==> config.mk <==
export PLATFORM = sky130hd
export DESIGN_NAME = rvtu_div_client
export DESIGN_NICKNAME = d
export VERILOG_FILES = /design/src/rtl/rv_pkg.sv /design/src/rtl/rvtu_div_special.sv /design/src/rtl/rvtu_div_client.sv
export SDC_FILE = /design/constraint.sdc
export NUM_CORES = 1
export LEC_CHECK = 0
export CORE_MARGIN = 5
export CORE_UTILIZATION = 40
export CTS_CLUSTER_SIZE = 16
export DETAILED_ROUTE_END_ITERATION = 16
export DONT_BUFFER_PORTS = 1
export GPL_TIMING_DRIVEN = 1
export PLACE_DENSITY_LB_ADDON = 0.15
export SLEW_MARGIN = 10
export SYNTH_ARGS = -nofsm -noshare
export SYNTH_HDL_FRONTEND = slang
export SYNTH_HIERARCHICAL = 1
export SYNTH_SLANG_ARGS = --single-unit
export TNS_END_PERCENT = 5
==> constraint.sdc <==
create_clock -name clk -period 3.6 [get_ports clk]
set_input_delay 0.9 -clock clk [delete_from_list [all_inputs] [get_ports clk]]
set_output_delay 0.9 -clock clk [all_outputs]
set_load 0.05 [all_outputs]
==> src/rtl/rv_pkg.sv <==
// Shared types and constants for the rvtu divide client.
// Contents: divide function select encoding, client FSM states,
// registered operand payload, and the signed-overflow dividend constant.
package rv_pkg;

    localparam int unsigned XLEN = 32;

    localparam logic [XLEN-1:0] DIV_OVF_DIVIDEND = 32'h8000_0000;

    // bit0 = unsigned, bit1 = remainder
    typedef enum logic [1:0] {
        DIV  = 2'b00,
        DIVU = 2'b01,
        REM  = 2'b10,
        REMU = 2'b11
    } div_fsel_t;

    typedef enum logic [1:0] {
        IDLE  = 2'b00,
        WAIT  = 2'b01,
        DRAIN = 2'b10,
        DONE  = 2'b11
    } div_client_state_t;

    // Operands held toward the divider arbiter port
    typedef struct packed {
        logic [XLEN-1:0] src1;
        logic [XLEN-1:0] src2;
        div_fsel_t       fsel;
    } div_op_t;

endpackage

==> src/rtl/rvtu_div_special.sv <==
// Combinational detection of RISC-V divide special cases and their results.
// Ports:
//   src1_i, src2_i : dividend, divisor
//   fsel_i         : bit0 = unsigned, bit1 = remainder
//   special_c      : divide-by-zero or signed overflow; result_c is final
//   result_c       : architectural result for the special case (0 otherwise)
module rvtu_div_special
    import rv_pkg::*;
(
    input  logic [XLEN-1:0] src1_i,
    input  logic [XLEN-1:0] src2_i,
    input  logic [1:0]      fsel_i,
    output logic            special_c,
    output logic [XLEN-1:0] result_c
);

    logic div_by_zero;
    logic overflow;

    assign div_by_zero = (src2_i == '0);
    // Only signed ops overflow: most-negative / -1
    assign overflow    = ~fsel_i[0] & (src1_i == DIV_OVF_DIVIDEND) & (src2_i == '1);

    always_comb begin
        special_c = div_by_zero | overflow;
        result_c  = '0;
        if (div_by_zero) begin
            result_c = fsel_i[1] ? src1_i : '1;
        end else if (overflow) begin
            result_c = fsel_i[1] ? '0 : DIV_OVF_DIVIDEND;
        end
    end

endmodule

==> src/rtl/rvtu_div_client.sv <==
// Requester endpoint for one port of the shared arbitrated divider.
// Accepts a divide op from issue, resolves special cases locally, otherwise
// holds a request on the divider port until resp, and presents the result
// to writeback through a one-entry valid/ready register. Kill drains any
// in-flight request without breaking the arbiter handshake.
// Ports:
//   clk, rst_n                     : clock, async active-low reset
//   iss_valid/ready/src1/src2/fsel/tag : issue handshake and operands
//   kill                           : pipeline flush
//   div_req/src1/src2/fsel         : divider arbiter request (registered)
//   div_resp, div_out              : divider completion pulse and result
//   wb_valid/ready/data/tag        : writeback handshake and result
module rvtu_div_client
    import rv_pkg::*;
#(
    parameter int unsigned TAG_W = 5
) (
    input  logic             clk,
    input  logic             rst_n,
    input  logic             iss_valid,
    output logic             iss_ready,
    input  logic [XLEN-1:0]  iss_src1,
    input  logic [XLEN-1:0]  iss_src2,
    input  logic [1:0]       iss_fsel,
    input  logic [TAG_W-1:0] iss_tag,
    input  logic             kill,
    output logic             div_req,
    output logic [XLEN-1:0]  div_src1,
    output logic [XLEN-1:0]  div_src2,
    output logic [1:0]       div_fsel,
    input  logic             div_resp,
    input  logic [XLEN-1:0]  div_out,
    output logic             wb_valid,
    input  logic             wb_ready,
    output logic [XLEN-1:0]  wb_data,
    output logic [TAG_W-1:0] wb_tag
);

    div_client_state_t state_q, state_d;
    div_op_t           op_q, op_d;
    logic              div_req_q, div_req_d;
    logic              wb_valid_q, wb_valid_d;
    logic [XLEN-1:0]   wb_data_q, wb_data_d;
    logic [TAG_W-1:0]  wb_tag_q, wb_tag_d;

    logic              accept;
    logic              special;
    logic [XLEN-1:0]   special_result;

    // Special cases are judged on the incoming operands so they finish in one cycle
    rvtu_div_special u_special (
        .src1_i    (iss_src1),
        .src2_i    (iss_src2),
        .fsel_i    (iss_fsel),
        .special_c (special),
        .result_c  (special_result)
    );

    assign iss_ready = ~kill & ((state_q == IDLE) | ((state_q == DONE) & wb_ready));
    assign accept    = iss_valid & iss_ready;

    // Next-state and output-register logic
    always_comb begin
        state_d    = state_q;
        op_d       = op_q;
        div_req_d  = div_req_q;
        wb_valid_d = wb_valid_q;
        wb_data_d  = wb_data_q;
        wb_tag_d   = wb_tag_q;

        unique case (state_q)
            IDLE: begin
            end
            WAIT: begin
                if (div_resp) begin
                    div_req_d = 1'b0;
                    if (kill) begin
                        state_d = IDLE;
                    end else begin
                        state_d    = DONE;
                        wb_valid_d = 1'b1;
                        wb_data_d  = div_out;
                    end
                end else if (kill) begin
                    // Request must stay up until the arbiter answers
                    state_d = DRAIN;
                end
            end
            DRAIN: begin
                if (div_resp) begin
                    div_req_d = 1'b0;
                    state_d   = IDLE;
                end
            end
            DONE: begin
                if (kill) begin
                    state_d    = IDLE;
                    wb_valid_d = 1'b0;
                end else if (wb_ready) begin
                    state_d    = IDLE;
                    wb_valid_d = 1'b0;
                end
            end
            default: begin
                state_d = IDLE;
            end
        endcase

        // Accept only happens from IDLE or a consuming DONE, so it overrides the above
        if (accept) begin
            op_d.src1 = iss_src1;
            op_d.src2 = iss_src2;
            op_d.fsel = div_fsel_t'(iss_fsel);
            wb_tag_d  = iss_tag;
            if (special) begin
                state_d    = DONE;
                div_req_d  = 1'b0;
                wb_valid_d = 1'b1;
                wb_data_d  = special_result;
            end else begin
                state_d    = WAIT;
                div_req_d  = 1'b1;
                wb_valid_d = 1'b0;
            end
        end
    end

    // State and output registers
    always_ff @(posedge clk or negedge rst_n) begin
        if (!rst_n) begin
            state_q    <= IDLE;
            op_q       <= '0;
            div_req_q  <= 1'b0;
            wb_valid_q <= 1'b0;
            wb_data_q  <= '0;
            wb_tag_q   <= '0;
        end else begin
            state_q    <= state_d;
            op_q       <= op_d;
            div_req_q  <= div_req_d;
            wb_valid_q <= wb_valid_d;
            wb_data_q  <= wb_data_d;
            wb_tag_q   <= wb_tag_d;
        end
    end

    assign div_req  = div_req_q;
    assign div_src1 = op_q.src1;
    assign div_src2 = op_q.src2;
    assign div_fsel = op_q.fsel;
    assign wb_valid = wb_valid_q;
    assign wb_data  = wb_data_q;
    assign wb_tag   = wb_tag_q;

    // A response is only legal while a request is outstanding
    resp_while_requesting_a : assert property (
        @(posedge clk) disable iff (!rst_n)
        div_resp |-> (state_q == WAIT || state_q == DRAIN)
    );

endmodule

==> summary.txt, run 1 <==
Run status
  • Outcome: complete, no violations

GRT
  • Antenna violations before repair: 0
  • Largest net degree at the start of global routing: 108
  • Met2 global-route usage: around 30%
  • Tot GR Track Use: ~18%
  • Total gr overflow: 0
  • Vias in the first global route: approximately 3,500
  • First-pass GRT wire length: about 22,000 um
  • Met1 GRT Util: 21.6%
  • M3 GR Usage: about 7.6%
  • GR peak layer: met2

Final layout
  • Area delta synth->final: 8.48%
  • Core Util, Final: ~45%
  • # diodes: 0
  • Area taken by flip-flops and latches: between 2000 and 3000 um^2
  • Share of layout cells above drive strength 1: between 20% and 30%
  • Area of the multi-input gates: between 2000 and 2500 um^2
  • Nets: 544
  • # fillers: 1,169

STA
  • Setup TNS: 0 ps
  • Rel. slew slack: ~44%
  • Hold WS: 231 ps
  • Worst slew pin tran: about 840 ps
  • Fin crit period: 2700 ps
  • Slew Viols, Final: 0
  • RSZ-0062 raised after global routing: false
  • Final setup fails: 0
  • Fmax: about 370 MHz
  • Fin crit share: 75.0%
  • Final hold vios: 0
  • Layout Skew: between 5 and 6 ps

Die
  • Total Die Area: 15,500 um^2
  • Initial Utilization: between 40 and 50%
  • Number of core rows: between 40 and 50
  • Core area: 12,800 um^2
  • Die height: roughly 120 um
  • Die Wd: approximately 120 um
  • I/O pins: about 220

Setup path
  • Worst reg2reg path startpoint: state_q[0]
  • Crit Path Category: primary input to flop
  • CP startpoint kind: primary input
  • CP Capture Type: flop
  • Reg2reg path depth: 5
  • CP arrival: between 2000 and 3000 ps
  • Critical Path RT: approximately 3800 ps
  • R2r setup slk: about 1200 ps
  • Worst Path Max Fanout: 44
  • Crit Reg-Reg Endpoint: div_src1[6]

Yosys
  • Avg Cell Area, Syn: about 12 um^2
  • Async S/R FF share, synth: between 90% and 100%
  • Sequential cell area fraction in the yosys report: about half
  • Number of synthesized flops with an enable pin: 0
  • Yosys reg bits: roughly 110
  • Synth Flop Type: dfrtp_1
  • Syn Inst Count: about 440
  • Cell area after synthesis: around 5300 um^2
  • Syn Nets: around 550
  • Yosys warns: 6
  • Netlist cell types: 37

Power
  • Tot Pwr: between 0.006 and 0.007 W
  • Leak Pwr: around 2.9 nW
  • PD cells: 1170 nW/um^2
  • Max VDD drop: roughly 0.48 mV

Placed design
  • Dpl hpwl: approximately 10,000 um
  • Port buffer count: 0
  • RePlAce Congestion: between 0.8 and 0.9

Clocking
  • CTS max path bufs: 2
  • CTS Buf Count: 9
  • CTS tree: done
  • Worst-path clk slew: 70 ps
  • H-tree lvl count: 3
  • Root buf cell: clkbuf_16
  • Post-CTS setup buffers: 0
  • # clock sinks: approximately 110
  • Clock Latency Late Sink: around 350 ps
  • Post-CTS Resized: 0
  • Hold buffer count at CTS: 0

Route
  • Final wirelength: 14,200 um
  • Post-DRT Antenna Nets: 0
  • DRT Pass-1 Iters: 4
  • DRC: 0
  • Drt via density: around 5.4
  • Routed length per instance: around 23 um
  • Starting DRC count in detailed routing: 130
  • Via total after detailed routing: roughly 3,300

Min path
  • Hold Crit Class: primary input to asynchronous set/reset pin

Job
  • MaxCap Viol Count: 0
## critical path, cell delays in order
cell and delay, ps:
or4b_1 570, nor4_1 310, nand4_1 150, o21ai_1 320
nand4bb_4 140, buf_4 280, nor2_1 150, a21oi_1 60
## cells by family (layout without fill, tap and decap cells)
group | count (synthesis) | count (layout) | synth area share (%)
buffers and inverters | 63 | 61 | 6.14
and+or+nand+nor | 83 | 83 | 8.71
AOI/OAI and AO/OA | 78 | 78 | 7.86
muxes | 103 | 103 | 25.4
adders and majority gates | 4 | 4 | 0.952
DFF | 107 | 107 | 51.0
## report_power, final
part / total, W / switching (W) / internal [W]
Sequential: 0.00440 / 0.00264 / 0.00176
Combinational: 0.00123 / 0.000420 / 0.000806
Clock: 0.00107 / 0.000455 / 0.000610
Total: 0.00669 / 0.00351 / 0.00318
## worst max-delay path by stage
stage           startpoint          end  slack [ps]  cells after the start
2_1_floorplan  iss_src1[9]  wb_data[23]         920                      9
3_3_place_gp   iss_src1[9]  wb_data[20]         640                      8
3_5_place_dp   iss_src1[9]   wb_data[9]         520                      8
4_1_cts        iss_src1[9]   wb_data[9]         880                      8
5_1_grt        iss_src1[9]   wb_data[9]         750                      8
6_report       iss_src1[9]   wb_data[9]         900                      8
## routing by layer
layer / up-vias / share of wire [%]
met5: - / 0
met4: 0 / 1.9
met3: 14 / 9.6
met2: 132 / 49
met1: 1628 / 40
li1: 1507 / -
## cell usage after synthesis, types with 2 or more instances
cell type / count / share of area [%]
dfrtp_1: 107 / 51
a21oi_1: 67 / 6.4
mux2_4: 57 / 16
nor2_1: 39 / 2.8
inv_1: 36 / 2.6
mux2i_1: 32 / 6.1
mux2_2: 14 / 3.0
buf_6: 10 / 2.1
nor4_1: 10 / 1.2
buf_2: 9 / 0.86
nand4_1: 9 / 1.1
clkbuf_1: 5 / 0.36
ha_1: 4 / 0.95
buf_1: 3 / 0.21
nand2_1: 3 / 0.21
o21ai_0: 3 / 0.29
or4_1: 3 / 0.43
nand3_1: 2 / 0.19
nand4b_1: 2 / 0.33
nand4bb_1: 2 / 0.43
nor3_1: 2 / 0.19
nor3b_1: 2 / 0.29
nor4_2: 2 / 0.48
o21bai_1: 2 / 0.29
## registers in the layout (all words and copies together) (netlist names)
signal and count:
div_src1 32, div_src2 32, wb_data 32, wb_tag 5, div_fsel 2, state_q 2, div_req 1, wb_valid 1
## through the flow
| stage | std cells | worst slack (ps) | instance area (um^2) |
|---|---|---|---|
| after floorplan | 438 | 921 | 5260 |
| after global placement | 592 | 637 | 5380 |
| after detailed placement | 592 | 520 | 5380 |
| after CTS | 608 | 882 | 5700 |
| after global routing | 608 | 754 | 5700 |
| final | 608 | 900 | 5700 |
## layout make-up
class	count	area share, %
clock buffer	10	4.02
clock inverter	6	1.58
inverter	36	2.37
multi-input combinational	268	39.9
sequential	107	47.0
tap	172	3.78
timing repair buffer	9	1.40
## placed cells by master, fill, tap and decap left out, drive strengths merged, types with 9 or more instances in the layout
master    n
clkbuf   10
nand4     9
a21oi    68
inv      36
nor4     12
buf       9
mux2     71
nor2     39
mux2i    32
dfrtp   107
Power figures use the tool's default switching activity.
==> run 2: changes to the inputs <==
--- a/config.mk
+++ b/config.mk
@@ -5,6 +5,7 @@
 export SDC_FILE = /design/constraint.sdc
 export NUM_CORES = 1
 export LEC_CHECK = 0
+export ABC_AREA = 1
 export CORE_MARGIN = 5
 export CORE_UTILIZATION = 40
 export CTS_CLUSTER_SIZE = 16
==> constraint.sdc (replaced) <==
create_clock -name clk -period 2.6 [get_ports clk]
set_input_delay 0.65 -clock clk [delete_from_list [all_inputs] [get_ports clk]]
set_output_delay 0.65 -clock clk [all_outputs]
set_load 0.05 [all_outputs]
==> run 2 against run 1 <==
Effect of this change: the flow now finishes with violations (negative hold slack); sequential share of layout area decreased by 1.1 points; via count increased by 32%; routed wire length increased by 11%; die area increased by 4.7%; combinational power increased by 24%; final area increased by 2.4%; critical endpoint is now iss_ready.
==> summary.txt, run 2 <==
Route
  • DRC: 0 (unchanged)
  • Highest routing layer actually used: met4
  • Post-DRT Antenna Nets: 0 (unchanged)
  • DRT Pass-1 Iters: 4 (unchanged)
  • Starting DRC count in detailed routing: 249 (+92%)
  • Drt via density: 5.07 (-6.0%)
  • DR WL met2: 7480 um (+8.7%)
  • Via total after detailed routing: 4,340 (+32%)
  • Final wirelength: 15,800 um (+11%)
  • Metal3 WL: 1850 um (+36%)
  • Routed length per instance: 18.4 um (-21%)
  • DRT met1 WL: 6250 um (+10%)

Final layout
  • Area taken by flip-flops and latches: 2680 um^2 (unchanged)
  • Area delta synth->final: 5.71%
  • # fillers: 1,406 (+20%)
  • Nets: 785 (+44%)
  • Most frequent cells in the layout: nand2_1, nor2_1, dfrtp_1
  • Core Util, Final: 42.6% (-2.1 points)
  • # diodes: 0 (unchanged)
  • Share of layout cells above drive strength 1: 13.8% (-9.4 points)
  • Area of the multi-input gates: 2500 um^2 (+9.9%)
  • Commonest non-fill, non-tap cell in the layout: nand2_1

Power
  • Power Internal: 0.00371 W (+17%)
  • Max VDD drop: 0.702 mV (+47%)
  • Sw Ratio: 56.8% (+4.4 points)
  • Switching power: 0.00489 W (+39%)
  • Clock power share: 14.5% (-1.4 points)
  • Sequential power share: 67.7% (+1.9 points)
  • PD cells: 1470 nW/um^2 (+26%)
  • Leak Pwr: 2.91 nW (-1.4%)
  • Comb pwr share: 17.8% (-0.5 points)

Clocking
  • Post-CTS setup buffers: 0 (unchanged)
  • CTS tree: done
  • # clock sinks: 107 (unchanged)
  • CTS max path bufs: 2 (unchanged)
  • Post-CTS Resized: 0 (unchanged)
  • H-tree lvl count: 3 (unchanged)
  • Worst-path clk slew: 70 ps (about the same)
  • CTS Buf Count: 9 (unchanged)
  • Clock Latency Late Sink: 340 ps (about the same)
  • Root buf cell: clkbuf_16

GRT
  • Total gr overflow: 0 (unchanged)
  • Largest net degree at the start of global routing: 108 (unchanged)
  • Tot GR Track Use: 19.3% (+1.1 points)
  • Vias in the first global route: 4,368 (+24%)
  • First-pass GRT wire length: 24,600 um (+12%)
  • Antenna violations before repair: 0 (unchanged)

Die
  • Core area: 13,700 um^2 (+7.4%)
  • Total Die Area: 16,300 um^2 (+4.7%)
  • I/O pins: 215 (unchanged)
  • Initial Utilization: 40.3% (-0.88 points)
  • Die height: 128 um (+2.3%)
  • Number of core rows: 43 (+4.9%)
  • Die Wd: 128 um (+2.3%)

Yosys
  • Yosys reg bits: 107 (unchanged)
  • Sequential cell area fraction in the yosys report: 48.5% (-2.5 points)
  • Async S/R FF share, synth: 100% (unchanged)
  • Synth Flop Type: dfrtp_1
  • Avg Cell Area, Syn: 8.03 um^2 (-33%)
  • Yosys top cell area share: 48.5% (-2.5 points)
  • Number of synthesized flops with an enable pin: 0 (unchanged)
  • Top-count cell post-synth: nand2_1
  • Netlist cell types: 25 (-32%)
  • Yosys warns: 6 (unchanged)
  • Syn Nets: 801 (+45%)
  • Syn Inst Count: 688 (+57%)
  • Synth cell count leaders: nand2_1, nor2_1, dfrtp_1
  • Cell area after synthesis: 5520 um^2 (+5.1%)
  • Top cells by area, synth: dfrtp_1, nand2_1, nor2_1
  • Cell taking the most area after synthesis: dfrtp_1

STA
  • Rel. slew slack: 62.8% (+19 points)
  • Slew Viols, Final: 0 (unchanged)
  • Worst slew pin tran: 558 ps (-286 ps)
  • Fin crit share: ~83%
  • Hold WS: -2.68 ps (-234 ps)
  • Layout Skew: 4.49 ps (-0.826 ps)
  • Fin crit period: between 2000 and 2500 ps
  • Setup TNS: 0 ps (unchanged)
  • RSZ-0062 raised after global routing: false
  • Final setup fails: 0 (unchanged)
  • Final hold vios: 1 (+1)
  • Fmax: 463 MHz

Min path
  • Hold Crit Class: primary input to asynchronous set/reset pin

Run status
  • Failing checks: negative hold slack
  • Outcome: complete, but fails checks

Job
  • MaxCap Viol Count: 0 (unchanged)

Setup path
  • CP startpoint kind: flop
  • CP arrival: 1510 ps (-1400 ps)
  • CP Capture Type: output pin
  • Reg2reg path depth: 9 (+4)
  • Worst Path Max Fanout: 4 (-91%)
  • Critical Path RT: 1950 ps (-1860 ps)
  • Crit Path Category: flop to output pin

Placed design
  • Port buffer count: 0 (unchanged)
  • Dpl hpwl: 11,400 um (+9.0%)
  • RePlAce Congestion: 0.842 (+0.11%)
run 2: cell types whose count changed in the layout (fill, tap and decap cells not counted), moves of 14 or more:
cell | previous run | this run
mux2_2 | 14 | 0
inv_1 | 36 | 15
nand3_1 | 2 | 36
a21oi_1 | 67 | 2
nor2_1 | 39 | 111
mux2i_1 | 32 | 0
a31oi_2 | 0 | 30
nand2_1 | 3 | 286
nor2_2 | 0 | 28
mux2_4 | 57 | 0
run 2: through the flow:
stage               total power (W)  cells  worst slack (ps)  area (um^2)  hold WS [ps]
floorplan                   0.00695    688               462         5520           354
global placement            0.00735    841               471         5580           358
detailed placement          0.00743    841               421         5580           357
CTS                         0.00871    856               414         5840         -20.9
global route                0.00907    856               303         5840         -30.3
finish                      0.00860    856               439         5840         -2.68
run 2: per-layer routing:
layer / up-vias / track usage [%]
met5: - / 0
met4: 0 / 4.98
met3: 14 / 8.99
met2: 163 / 31.1
met1: 2033 / 23.3
li1: 2130 / -
run 2: final timing paths:
check / startpoint / end / slack (ps)
worst max register to register: state_q[1] / div_src2[4] / 720
worst max-delay path: state_q[1] / iss_ready / 440
max in group asynchronous: rst_n / wb_data[9] / 2380
worst min-delay path: rst_n / div_src2[24] / -3
worst min register to register: state_q[1] / state_q[1] / 560
min in group clk: iss_src1[10] / div_src1[10] / 410
run 2: final cells by class:
class,instances,share of cell area (%)
clock buffers,12,4.22
clock inverters,3,0.257
inverters,18,1.16
multi-input cells,525,42.8
flip-flops and latches,107,45.9
well taps,180,3.86
repair buffers,11,1.84
run 2: power by group through the flow:
stage	Combinational, W	Sequential, W	Clock, W
floorplan	0.00133	0.00562	0
CTS	0.00155	0.00586	0.00130
detailed placement	0.00155	0.00589	0
global route	0.00177	0.00594	0.00137
global placement	0.00148	0.00588	0
finish	0.00153	0.00583	0.00125
run 2: logic make-up after synthesis:
kind of cell / Yosys count / synth area share (%)
compound gates: 40 / 7.88
simple gates: 481 / 36.5
buf+inv: 56 / 6.28
fa+ha+maj: 4 / 0.906
flops: 107 / 48.5
run 2: critical path, stage by stage (launching register included):
cell     delay (ps)
dfrtp_1         420
inv_1           100
ha_1            170
inv_1            60
a21oi_1         180
buf_4           240
